[config.mk]
export PLATFORM = sky130hd
export DESIGN_NAME = stream_to_axi_w
export DESIGN_NICKNAME = d
export VERILOG_FILES = /design/src/rtl/stream_axi_pkg.sv /design/src/rtl/w_burst_buffer.sv /design/src/rtl/stream_to_axi_w.sv
export SDC_FILE = /design/constraint.sdc
export NUM_CORES = 1
export LEC_CHECK = 0
export BUFFER_PORTS_ARGS = -buffer_cell sky130_fd_sc_hd__buf_2
export CAP_MARGIN = 20
export CORE_MARGIN = 2
export CORE_UTILIZATION = 25
export DETAILED_ROUTE_END_ITERATION = 8
export PLACE_DENSITY_LB_ADDON = 0.2
export SLEW_MARGIN = 20
export SYNTH_ARGS = -nofsm -noshare
export SYNTH_HDL_FRONTEND = slang
export SYNTH_SLANG_ARGS = --single-unit
[constraint.sdc]
create_clock -name clk -period 8.3 [get_ports clk]
set_input_delay 0.83 -clock clk [delete_from_list [all_inputs] [get_ports clk]]
set_output_delay 0.83 -clock clk [all_outputs]
set_load 0.02 [all_outputs]
[src/rtl/stream_axi_pkg.sv]
// Shared types and field helpers for the AXI write-data stream decoder.
// The tag offset and strobe slot width depend on DATA_WIDTH, so they are functions.
package stream_axi_pkg;

    typedef enum logic [1:0] {
        META   = 2'd0,
        DATA   = 2'd1,
        REPLAY = 2'd2,
        DROP   = 2'd3
    } state_e;

    // LSB of the type tag, which sits in the top bits of every stream word.
    function automatic int tag_lsb(input int data_width, input int tag_width);
        return data_width - tag_width;
    endfunction

    // Bytes per beat, i.e. width of one strobe slot.
    function automatic int strb_slot_w(input int data_width);
        return data_width / 8;
    endfunction

endpackage

[src/rtl/w_burst_buffer.sv]
// BURST_SIZE x DATA_WIDTH register file that holds one burst until its strobes arrive.
// A single write port, a single combinational read port and a synchronous clear.
module w_burst_buffer #(
    parameter int DEPTH = 4,
    parameter int WIDTH = 128,
    parameter int IDX_W = 3
) (
    input  logic             clk,
    input  logic             resetn,
    input  logic             clr_i,
    input  logic             wr_en_i,
    input  logic [IDX_W-1:0] wr_idx_i,
    input  logic [WIDTH-1:0] wr_data_i,
    input  logic [IDX_W-1:0] rd_idx_i,
    output logic [WIDTH-1:0] rd_data_o
);

    localparam int AW = (DEPTH > 1) ? $clog2(DEPTH) : 1;
    localparam logic [IDX_W-1:0] DEPTH_IDX = IDX_W'(DEPTH);

    logic [WIDTH-1:0] mem_q [DEPTH];

    // NOTE: the storage is reset and cleared like ordinary flops, so it maps to
    // registers rather than a RAM macro; acceptable at a depth of a few beats.
    always_ff @(posedge clk or negedge resetn) begin
        if (!resetn) begin
            for (int k = 0; k < DEPTH; k++) mem_q[k] <= '0;
        end else if (clr_i) begin
            for (int k = 0; k < DEPTH; k++) mem_q[k] <= '0;
        end else if (wr_en_i && (wr_idx_i < DEPTH_IDX)) begin
            mem_q[wr_idx_i[AW-1:0]] <= wr_data_i;
        end
    end

    assign rd_data_o = (rd_idx_i < DEPTH_IDX) ? mem_q[rd_idx_i[AW-1:0]] : '0;

endmodule

[src/rtl/stream_to_axi_w.sv]
// Decodes a packed W-channel tap stream (metadata, data words, strobe word) and
// replays it as an AXI write-data burst once the trailing strobe word has arrived.
module stream_to_axi_w
    import stream_axi_pkg::*;
#(
    parameter int                           DATA_WIDTH        = 128,
    parameter int                           ID_WIDTH          = 32,
    parameter int                           USER_WIDTH        = 64,
    parameter int                           STREAM_TYPE_WIDTH = 3,
    parameter logic [STREAM_TYPE_WIDTH-1:0] STREAM_TYPE       = 3'b011,
    parameter int                           BURST_SIZE        = 4
) (
    input  logic                    clk,
    input  logic                    resetn,
    input  logic                    s_valid,
    output logic                    s_ready,
    input  logic [DATA_WIDTH-1:0]   s_data,
    input  logic                    s_last,
    output logic [ID_WIDTH-1:0]     AXIM_wid,
    output logic [DATA_WIDTH-1:0]   AXIM_wdata,
    output logic [DATA_WIDTH/8-1:0] AXIM_wstrb,
    output logic                    AXIM_wlast,
    output logic [USER_WIDTH-1:0]   AXIM_wuser,
    output logic                    AXIM_wvalid,
    input  logic                    AXIM_wready,
    output logic                    err_type,
    output logic                    err_len
);

    localparam int SW      = strb_slot_w(DATA_WIDTH);
    localparam int TAG_LSB = tag_lsb(DATA_WIDTH, STREAM_TYPE_WIDTH);
    localparam int F_W     = BURST_SIZE * SW;
    localparam int CW      = $clog2(BURST_SIZE + 1);
    localparam logic [CW-1:0] BURST_MAX = CW'(BURST_SIZE);

    state_e              state_q, state_d;
    logic [CW-1:0]       n_q, n_d;
    logic [CW-1:0]       i_q, i_d;
    logic [ID_WIDTH-1:0] id_q, id_d;
    logic [F_W-1:0]      strb_q, strb_d;
    logic                ovf_q, ovf_d;
    logic                err_type_q, err_type_d;
    logic                err_len_q, err_len_d;

    logic                   buf_wr_en;
    logic                   buf_clr;
    logic [DATA_WIDTH-1:0]  buf_rd_data;
    logic                   s_accept;
    logic                   replay;
    logic                   beat_last;
    logic [CW-1:0]          slot;
    logic [F_W-1:0]         strb_shift;
    logic [STREAM_TYPE_WIDTH-1:0] tag;

    assign tag       = s_data[TAG_LSB +: STREAM_TYPE_WIDTH];
    assign replay    = (state_q == REPLAY);
    assign s_ready   = resetn && !replay;
    assign s_accept  = s_valid && s_ready;
    assign beat_last = (i_q == n_q - CW'(1));

    // NOTE: every signal driven here gets a default first, so no path through
    // the case statement can leave one unassigned and infer a latch.
    always_comb begin
        state_d    = state_q;
        n_d        = n_q;
        i_d        = i_q;
        id_d       = id_q;
        strb_d     = strb_q;
        ovf_d      = ovf_q;
        err_type_d = 1'b0;
        err_len_d  = 1'b0;
        buf_wr_en  = 1'b0;
        buf_clr    = 1'b0;

        unique case (state_q)
            META: begin
                if (s_accept) begin
                    if (tag == STREAM_TYPE) begin
                        id_d    = s_data[ID_WIDTH-1:0];
                        n_d     = '0;
                        ovf_d   = 1'b0;
                        state_d = DATA;
                    end else begin
                        err_type_d = 1'b1;
                        if (!s_last) state_d = DROP;
                    end
                end
            end
            DATA: begin
                if (s_accept && !s_last) begin
                    if (n_q < BURST_MAX) begin
                        buf_wr_en = 1'b1;
                        n_d       = n_q + CW'(1);
                    end else begin
                        ovf_d = 1'b1;
                    end
                end else if (s_accept) begin
                    if (ovf_q || (n_q == '0)) begin
                        err_len_d = 1'b1;
                        n_d       = '0;
                        ovf_d     = 1'b0;
                        buf_clr   = 1'b1;
                        state_d   = META;
                    end else begin
                        strb_d  = s_data[F_W-1:0];
                        i_d     = '0;
                        state_d = REPLAY;
                    end
                end
            end
            REPLAY: begin
                if (AXIM_wready) begin
                    if (beat_last) begin
                        i_d     = '0;
                        state_d = META;
                    end else begin
                        i_d = i_q + CW'(1);
                    end
                end
            end
            DROP: begin
                if (s_accept && s_last) state_d = META;
            end
            default: state_d = META;
        endcase
    end

    // NOTE: sequential state uses non-blocking assignments only, so every flop
    // samples pre-edge values regardless of process ordering.
    always_ff @(posedge clk or negedge resetn) begin
        if (!resetn) begin
            state_q    <= META;
            n_q        <= '0;
            i_q        <= '0;
            id_q       <= '0;
            strb_q     <= '0;
            ovf_q      <= 1'b0;
            err_type_q <= 1'b0;
            err_len_q  <= 1'b0;
        end else begin
            state_q    <= state_d;
            n_q        <= n_d;
            i_q        <= i_d;
            id_q       <= id_d;
            strb_q     <= strb_d;
            ovf_q      <= ovf_d;
            err_type_q <= err_type_d;
            err_len_q  <= err_len_d;
        end
    end

    w_burst_buffer #(
        .DEPTH (BURST_SIZE),
        .WIDTH (DATA_WIDTH),
        .IDX_W (CW)
    ) u_buffer (
        .clk       (clk),
        .resetn    (resetn),
        .clr_i     (buf_clr),
        .wr_en_i   (buf_wr_en),
        .wr_idx_i  (n_q),
        .wr_data_i (s_data),
        .rd_idx_i  (i_q),
        .rd_data_o (buf_rd_data)
    );

    // The last beat owns the least-significant strobe slot, the first beat the highest used one.
    assign slot       = n_q - CW'(1) - i_q;
    assign strb_shift = strb_q >> (32'(slot) * SW);

    assign AXIM_wvalid = replay;
    assign AXIM_wdata  = replay ? buf_rd_data : '0;
    assign AXIM_wstrb  = replay ? strb_shift[SW-1:0] : '0;
    assign AXIM_wlast  = replay && beat_last;
    assign AXIM_wid    = replay ? id_q : '0;
    assign AXIM_wuser  = '0;
    assign err_type    = err_type_q;
    assign err_len     = err_len_q;

endmodule
==> summary.md, run 1 <==
| Metric | Value |
|---|---|
| Outcome | `completed` |
| Post-Synth XOR/XNOR Area | `less than 1%` |
| Final setup TNS | `0 ns` |
| Global route overflow | `0` |
| Max Clock Freq | `204 MHz` |
| Drt drc | `0` |
| Main combinational cell family by area after synthesis | `simple AND/OR/NAND/NOR gates` |
| R2R depth | `8` |
| RSZ-0062 raised after global routing | `false` |
| Syn Inst Count | `2,947` |
| Slew Limit Headroom | `18.1%` |
| Main flop type after synthesis | `dfrtp_1` |
| MaxCap Viol Count | `0` |
| Post-layout net count | `roughly 3,300` |
| Area of the core | `between 100,000 and 150,000 um^2` |
| FF-to-FF Start | `n_q[0]` |
| Post-CTS Setup Bufs | `0` |
| Synth Area in Adders | `0.407%` |
| Crit path capture | `AXIM_wdata[102]` |
| Worst Clk Skew | `~0.027 ns` |
| Leakage | `between 0.015 and 0.02 uW` |
| Post-layout min period | `between 4 and 5 ns` |
| Post-CTS sizing | `0` |
| First drt pass iteration count | `5` |
| Final antenna-violating net count | `0` |
| R2R setup slack | `slightly below 5 ns` |
| Count of different cell masters after synthesis | `45` |
| Leading area contributor after synthesis | `dfrtp_1` |
| Synth warn | `0` |
| Buf/Inv on CP | `3` |
| Crit path largest cell delay | `~0.95 ns` |
| Critical path class | `reg2out` |
| Tcrit/Tclk final | `59.0%` |
| Area contributors post-synth | `dfrtp_1 53%, nand2_1 13%, mux4_2 11%, a21oi_1 8.7%, buf_2 2.9%` |
| Post-Synth Simple-Gate Area | `17.4%` |
| Initial antenna violation count | `14` |
| Cell Area, Synth | `29,500 um^2` |
| Syn-to-layout area delta | `16.9%` |
| Critical path's top delay family | `buffers and inverters` |
| I/O Buffers | `between 300 and 400` |
| Startpoint types | `register` |
| Die height | `between 300 and 400 um` |
| Commonest cells after routing, fill and taps aside | `1,028 x nand2_1, 617 x dfrtp_1, 515 x a21oi_1` |
| Syn avg cell area | `about 10 um^2` |
| Initial Util | `approximately 25%` |
| Detailed Place HPWL | `just over 60,000 um` |
| Final WL | `between 100,000 and 150,000 um` |
| # hold bufs at CTS | `0` |
| Gpl congestion | `roughly 0.72` |
| Place WS | `roughly 4.0 ns` |
| Clock transition at path regs | `roughly 0.06 ns` |
| Crit path arrival time | `between 4 and 5 ns` |
| Placed cells | `~4,600` |
| Synth top area share | `between 50 and 60%` |
| Largest net degree at the start of global routing | `roughly 190` |
| CP Depth | `5` |
| Root buf cell | `clkbuf_16` |
| Via count | `~22,000` |
| Worst R2R End | `u_buffer.mem_q[70]` |
| # IOs | `approximately 380` |
| Final hold violations | `0` |
| Vias in the first global route | `about 22,000` |
| Die W | `approximately 350 um` |
| H-tree Lvls | `3` |
| Mux share of post-synthesis cell area | `14.7%` |
| CP startpoint | `i_q[1]` |
| Total track usage | `~17%` |
| Slowest-stage cell, CP | `dfrtp_4` |
| Register area share after synthesis | `a little over half` |
| Num CTS Buffers | `78` |
| Fraction of registers with async set/reset | `between 90% and 100%` |
| DR WL/cell | `approximately 22 um` |
| CP most frequent cell | `buf_4` |
| Layout cell share with drive strength beyond 1 | `20.9%` |
| Final setup viols | `0` |
| # rows | `around 130` |
| Non-Filler Instances | `4,740` |
| Synth Area in Compound Gates | `under 10%` |
| Sink Count | `a little over 600` |
| Crit-path cells | `buf_4 > buf_4 > mux4_2 > nor2b_1 > buf_2` |
| Most common cell after layout, fill and taps aside | `nand2_1` |
| Worst-path maximum fanout | `between 40 and 50` |
| Via-per-instance ratio | `roughly 4.7` |
| Die ar. | `between 100,000 and 150,000 um^2` |
| CP required | `between 7 and 8 ns` |
| Hold Crit Class | `in2async` |
| Max Slew Vio Count | `0` |
| First DRT Iteration DRCs | `1,618` |
| Clock Latency Late Sink | `approximately 0.65 ns` |
| PwrDens | `around 300 nW/um^2` |
| FF+latch count, synth | `between 600 and 700` |
| CP Capture Type | `output pin` |
| CTS Buffer Depth | `3` |
| Final Util | `approximately 30%` |
| VDD IR-drop max | `235 uV` |
| Setup WS post-layout | `3.40 ns` |
| Post-synth EDFFs | `0` |
| CTS tree | `done` |
| First-pass GRT wire length | `~150,000 um` |
| Worst-Margin Slew | `1.23 ns` |
flip-flops by register name, summed over array words and instances, names as in the netlist:
register / flops
err_type: 1
id_q: 32
ovf_q: 1
n_q: 3
state_q: 2
u_buffer.mem_q: 512
i_q: 3
err_len: 1
strb_q: 64
worst register-to-register path, cell delays in order, from the launching register on:
cell,delay [ns]
dfrtp_1,0.41
inv_1,0.16
ha_1,0.26
nor2b_2,0.29
o21ai_0,0.13
nor3_2,0.23
buf_4,0.60
buf_4,0.89
a21oi_1,0.18
stage by stage:
| step | instance area (um^2) | power [uW] | hold WS [ns] |
|---|---|---|---|
| after floorplan | 29700 | 5930 | 0.453 |
| after global placement | 32000 | 6960 | 0.465 |
| after detailed placement | 32100 | 6990 | 0.477 |
| after CTS | 34400 | 10300 | 0.190 |
| after global routing | 34500 | 10700 | 0.199 |
| final | 34500 | 10200 | 0.192 |
per-layer routing:
layer / up-vias / wire [um] / track usage (%)
met5: - / 65 / 0
met4: 12 / 1920 / 4.39
met3: 114 / 5140 / 3.00
met2: 551 / 48500 / 26.9
met1: 11300 / 48400 / 23.8
li1: 10100 / - / -
logic make-up after synthesis:
group,after synthesis
xor+xnor,3
compound gates,535
other cells,1
mux,241
fa+ha+maj,9
simple gates,1232
flops,619
buf+inv,307
worst min-delay path by stage:
stage / startpoint / to / cells past startpoint
2_1_floorplan: strb_q[45] / strb_q[45] / 1
3_3_place_gp: id_q[9] / id_q[9] / 1
3_5_place_dp: id_q[18] / id_q[18] / 1
4_1_cts: resetn / strb_q[62] / 1
5_1_grt: resetn / strb_q[62] / 1
6_report: resetn / strb_q[62] / 1
final cells by class:
cell class              instances  area, um^2
fillers                     12400       83100
flip-flops and latches        619       15500
multi-input cells            2084       12700
clock buffers                 118        2200
well taps                    1536        1920
repair buffers                350        1920
clock inverters                16         183
inverters                       8        30.0
diodes                          9        22.5
synth_stat cells, types with 2 or more instances:
library cell and number:
a211oi_1 2, a21oi_1 515, and2_1 33, and3_1 20, buf_1 13, buf_2 169, buf_4 65, buf_6 5
clkbuf_1 47, dfrtp_1 619, ha_1 8, inv_1 7, mux2_1 46, mux2_2 50, mux4_2 144, nand2_1 1028
nand2b_1 4, nand3_1 7, nor2_1 4, nor2b_1 128, nor3_1 2, o21ai_0 6, o2bb2ai_1 2, xor2_1 2
report_power, final:
part           leakage [uW]  switching [uW]  internal, uW
Combinational       0.00573            1660          1190
Clock               0.00116            1400          1870
Sequential          0.00850             419          3620
Total                0.0154            3470          6680
Note: power is estimated with default switching activity, not from simulation.
==> run 2, diff against run 1 <==
clock period = 4.5 ns   (was 8.3 ns; I/O delays follow)
==> run 2 against run 1 <==
  * Worst hold slack worse by 0.12 ns
  * Sequential share of layout area down 0.70 points
  * Non-clock buffer count rose by 13
  * Clock-buffer cell count did not move
  * Critical path depth rose by 2
  * Combinational power grew 91%
  * Routed wire length is 2.0% higher
  * Clock skew increased by 0.0050 ns
  * Critical endpoint is now AXIM_wstrb[14]
  * Highest routed layer unchanged
==> summary.md, run 2 (synthesis gave the netlist of run 1 again) <==
| Metric | Value |
|---|---|
| Outcome | `completed` |
| # hold bufs at CTS | `1` |
| Via count | `roughly 22,000` |
| Total track usage | `17.3%` |
| Commonest cells after routing, fill and taps aside | `1,028 x nand2_1, 617 x dfrtp_1, 515 x a21oi_1` |
| Most common cell after layout, fill and taps aside | `nand2_1` |
| Startpoint types | `register` |
| Initial Util | `25.1%` |
| Top Registers | `u_buffer.mem_q (512), strb_q (64), id_q (32)` |
| Fillers | `12,300` |
| Final setup TNS | `0 ns` |
| Vias in the first global route | `roughly 22,000` |
| Final WL | `106,000 um` |
| Area of the core | `approximately 120,000 um^2` |
| CTS tree | `done` |
| Drt drc | `0` |
| Final hold violations | `0` |
| Sink Count | `619` |
| First DRT Iteration DRCs | `around 1,800` |
| Post-layout min period | `roughly 3.7 ns` |
| Tcrit/Tclk final | `82.6%` |
| Num CTS Buffers | `80` |
| Post-CTS Setup Bufs | `0` |
| Clock transition at path regs | `~0.060 ns` |
| Worst-path maximum fanout | `13` |
| Die height | `347 um` |
| Placed cells | `around 4,600` |
| First drt pass iteration count | `5` |
| Worst Clk Skew | `around 0.033 ns` |
| # rows | `roughly 130` |
| Detailed Place HPWL | `a little over 60,000 um` |
| Worst-Margin Slew | `about 1.1 ns` |
| Crit path largest cell delay | `~0.42 ns` |
| Max Slew Vio Count | `0` |
| Initial antenna violation count | `16` |
| Die W | `about 350 um` |
| VDD IR-drop max | `just over 400 uV` |
| Post-CTS sizing | `0` |
| CP required | `just over 4 ns` |
| Critical path class | `reg2out` |
| CTS Buffer Depth | `3` |
| CP Capture Type | `output pin` |
| Crit path arrival time | `around 3.3 ns` |
| RSZ-0062 raised after global routing | `false` |
| H-tree Lvls | `3` |
| Slew Limit Headroom | `roughly 29%` |
| Hold Crit Class | `in2reg` |
| Non-Filler Instances | `4,757` |
| Die ar. | `121,000 um^2` |
| MaxCap Viol Count | `0` |
| Layout cell share with drive strength beyond 1 | `21.6%` |
| Via-per-instance ratio | `4.70` |
| Max Clock Freq | `~270 MHz` |
| Post-layout net count | `approximately 3,300` |
| Final setup viols | `0` |
| Final antenna-violating net count | `0` |
| Largest register FFs | `just over 500` |
| Clock Latency Late Sink | `around 0.65 ns` |
| Largest net degree at the start of global routing | `between 100 and 150` |
| DR WL/cell | `between 20 and 25 um` |
| Gpl congestion | `roughly 0.73` |
| Root buf cell | `clkbuf_16` |
| Register bank with the most flops | `u_buffer.mem_q` |
| Crit-path cells | `inv_1 > ha_1 > fa_1 > xor2_1 > buf_4 > and3_1 > buf_2` |
| Slowest-stage cell, CP | `dfrtp_1` |
| # IOs | `around 380` |
| First-pass GRT wire length | `157,000 um` |
| Leakage | `approximately 0.016 uW` |
| Global route overflow | `0` |
| PwrDens | `roughly 560 nW/um^2` |
| Syn-to-layout area delta | `18.7%` |
| I/O Buffers | `about 310` |
-- run 2: cell types whose count changed in the layout (fill, tap and decap cells not counted), sizes merged --
| cell | before | now |
|---|---|---|
| clkinvlp | 0 | 1 |
| bufinv | 1 | 5 |
| inv | 14 | 12 |
| buf | 350 | 362 |
| clkinv | 9 | 14 |
| dlygate4sd3 | 0 | 1 |
| diode | 9 | 5 |
-- run 2: worst paths after layout --
kind,start,to,slack [ns],cells past startpoint
worst max-delay path,n_q[0],AXIM_wstrb[14],0.78,7
worst min register to register,id_q[30],id_q[30],0.48,1
min in group asynchronous,resetn,u_buffer.mem_q[179],0.30,2
worst min-delay path,s_data[75],u_buffer.mem_q[75],0.07,3
worst max register to register,n_q[0],u_buffer.mem_q[222],1.58,7
max in group asynchronous,resetn,u_buffer.mem_q[413],2.09,4
-- run 2: where the power goes --
group,total (uW),switching (uW),internal [uW]
Clock,6510,2630,3880
Sequential,7520,834,6680
Combinational,5430,3160,2270
-- run 2: final cells by class --
| cell class | count | area [um^2] | area share [%] |
|---|---|---|---|
| antenna | 5 | 12.5 | 0.0357 |
| sequential | 619 | 15500 | 44.3 |
| inverter | 8 | 30.0 | 0.0858 |
| tap | 1536 | 1920 | 5.49 |
| timing repair buffer | 363 | 2240 | 6.39 |
| clock inverter | 24 | 300 | 0.858 |
| clock buffer | 118 | 2330 | 6.65 |
| multi-input combinational | 2084 | 12700 | 36.2 |
-- run 2: layer usage --
layer / share of wire (%) / global-route usage (%)
met1: 47 / 24.9
met3: 5.4 / 3.44
met4: 1.4 / 3.45
met5: 0.058 / 0
met2: 46 / 27.1
-- run 2: worst max-delay path, delay by kind of cell, from the launching register on --
kind | cells | cell delay (ns)
adder cells (fa/ha/maj) | 2 | 0.76
flip-flops | 1 | 0.42
XOR/XNOR | 1 | 0.41
AND/OR/NAND/NOR | 1 | 0.36
buffers and inverters | 3 | 0.66
-- run 2: through the flow --
stage          setup WS (ns)  hold slack [ns]  total power (uW)  util, %  instance area [um^2]
3_5_place_dp            1.48            0.363             13100     27.5                 32300
5_1_grt                0.699           0.0333             20500     29.8                 35000
4_1_cts                0.776          0.00958             19800     29.7                 35000
3_3_place_gp            1.51            0.360             13100     27.5                 32300
6_report               0.784           0.0731             19500     29.8                 35000
2_1_floorplan           1.58            0.154             10900        -                 29700
==> run 3, diff against run 2 <==
clock period = 3.15 ns   (was 4.5 ns; I/O delays follow)
==> run 3 against run 2 <==
  * Sequential cell count stayed put
  * First-iteration DRC count is 1.6% higher
  * Routed wire length hardly changed
  * Critical endpoint unchanged
==> summary.md, run 3 (synthesis gave the netlist of run 1 again) <==
| Metric | Value |
|---|---|
| I/O Buffers | `roughly 310` |
| Worst-Margin Slew | `approximately 1.1 ns` |
| PwrDens | `776 nW/um^2` |
| First drt pass iteration count | `7` |
| R2R setup slack | `0.58 ns` |
| Tcrit/Tclk final | `97.4%` |
| Final WL | `106,000 um` |
| Slew Limit Headroom | `between 20% and 30%` |
| FF-to-FF Start | `state_q[1]` |
| Global route overflow | `0` |
| Die ar. | `approximately 120,000 um^2` |
| Final antenna-violating net count | `0` |
| # rows | `between 100 and 150` |
| Sink Count | `just over 600` |
| Tot Pwr | `~29,000 uW` |
| Die W | `around 350 um` |
| DR WL/cell | `21.6 um` |
| Die height | `347 um` |
| CTS tree | `done` |
| Clock Latency Late Sink | `0.65 ns` |
| CTS Buffer Depth | `3` |
| Worst Clk Skew | `between 0.02 and 0.03 ns` |
| Leakage | `0.0164 uW` |
| Commonest cells after routing, fill and taps aside | `1,028 x nand2_1, 617 x dfrtp_1, 515 x a21oi_1` |
| Place WS | `0.315 ns` |
| Post-layout min period | `~3.1 ns` |
| Startpoint types | `register` |
| Total track usage | `17.4%` |
| Register area | `around 15,000 um^2` |
| Worst R2R End | `u_buffer.mem_q[371]` |
| Top Registers | `u_buffer.mem_q (512), strb_q (64), id_q (32)` |
| Via count | `about 23,000` |
| Initial Util | `between 20% and 30%` |
| Final Util | `between 30% and 40%` |
| Outcome | `completed` |
| Root buf cell | `clkbuf_16` |
| Area of the multi-input gates | `between 10,000 and 15,000 um^2` |
| Drt drc | `0` |
| Layout cell share with drive strength beyond 1 | `22.0%` |
| Hold slack | `roughly 0.051 ns` |
| H-tree Lvls | `3` |
| Syn-to-layout area delta | `25.1%` |
| VDD IR-drop max | `526 uV` |
| Most common cell after layout, fill and taps aside | `nand2_1` |
| Setup WS post-layout | `just over 0.08 ns` |
| Hold Crit Class | `in2reg` |
| Via-per-instance ratio | `between 4 and 5` |
| Hold path start | `s_data[11]` |
| Detailed Place HPWL | `63,500 um` |
| Worst-path maximum fanout | `6` |
| Final hold violations | `0` |
| First-pass GRT wire length | `between 150,000 and 200,000 um` |
| Register bank with the most flops | `u_buffer.mem_q` |
| RSZ-0062 raised after global routing | `true` |
| Max Slew Vio Count | `0` |
| Post-layout net count | `around 3,400` |
| Initial antenna violation count | `11` |
| Critical path class | `reg2out` |
| CP Capture Type | `output pin` |
| Largest net degree at the start of global routing | `~170` |
| Clock transition at path regs | `roughly 0.06 ns` |
| Gpl congestion | `approximately 0.73` |
| First DRT Iteration DRCs | `1,815` |
| Final setup viols | `0` |
| Fillers | `12,200` |
| Hold endpoint | `u_buffer.mem_q[139]` |
| Area of the core | `~120,000 um^2` |
| Largest register FFs | `between 500 and 600` |
| Hold depth | `3` |
| Num CTS Buffers | `~80` |
| Max Clock Freq | `approximately 330 MHz` |
| MaxCap Viol Count | `0` |
| # IOs | `378` |
| CP required | `2.83 ns` |
| R2R depth | `5` |
| Crit path arrival time | `between 2 and 3 ns` |
| Vias in the first global route | `around 23,000` |
## run 3: cell count changes in the layout (fill, tap and decap cells not counted), moves of 5 or more
cell,previous run,this run
dlygate4sd3_1,1,129
buf_12,21,39
and3_1,16,4
and3_4,4,16
buf_6,0,12
clkbuf_1,22,12
buf_2,312,305
clkbuf_8,14,21
clkinv_2,12,7
## run 3: area by class of cell
class	count	share of cell area (%)
diodes	8	0.0543
clock buffers	113	6.33
clock inverters	24	0.831
inverters	8	0.0814
multi-input cells	2084	34.7
flip-flops and latches	619	42.0
well taps	1536	5.21
repair buffers	515	10.8
## run 3: worst max-delay path: stages (launching register included)
cell and delay, ns:
dfrtp_1 0.41, inv_2 0.09, ha_4 0.20, fa_2 0.58
buf_6 0.16, mux4_2 0.31, and3_4 0.22, buf_6 0.13
## run 3: worst max-delay path by stage
stage / depth (start not counted) / slack [ns] / endpoint / from
6_report: 7 / 0.08 / AXIM_wstrb[14] / n_q[0]
5_1_grt: 7 / -0.02 / AXIM_wstrb[14] / n_q[0]
4_1_cts: 7 / -0.007 / AXIM_wstrb[14] / n_q[0]
3_5_place_dp: 7 / 0.31 / AXIM_wstrb[14] / n_q[0]
3_3_place_gp: 7 / 0.35 / AXIM_wstrb[11] / n_q[0]
2_1_floorplan: 7 / 0.37 / AXIM_wstrb[10] / n_q[0]
## run 3: per-stage QoR
| stage | std cells | instance area, um^2 | TNS [ns] |
|---|---|---|---|
| 2_1_floorplan | 3010 | 29700 | 0 |
| 3_3_place_gp | 4625 | 32700 | 0 |
| 3_5_place_dp | 4625 | 32700 | 0 |
| 4_1_cts | 4897 | 36800 | -0.0201 |
| 5_1_grt | 4900 | 36900 | -0.0296 |
| 6_report | 4907 | 36900 | 0 |
## run 3: repair_timing
action	4_1_cts	5_1_grt
endpoints found under the hold margin	754	0
gates cloned	0	0
pin swaps	1	2
hold buffers	129	0
endpoints found under the setup margin	98	16
resized for setup	25	20
setup buffers	6	2
## run 3: report_power, final
part | total [uW] | switching [uW] | internal, uW
logic | 8690 | 4820 | 3870
clock network | 9260 | 3750 | 5500
registers | 10700 | 1140 | 9550
total | 28600 | 9710 | 18900
## run 3: per-layer routing
metal | up-vias | GRT usage, % | wire, um
met5 | - | 0 | 48
met4 | 8 | 3.91 | 1580
met3 | 104 | 2.99 | 5590
met2 | 616 | 27.1 | 48600
met1 | 11900 | 25.2 | 50400
li1 | 10500 | - | -
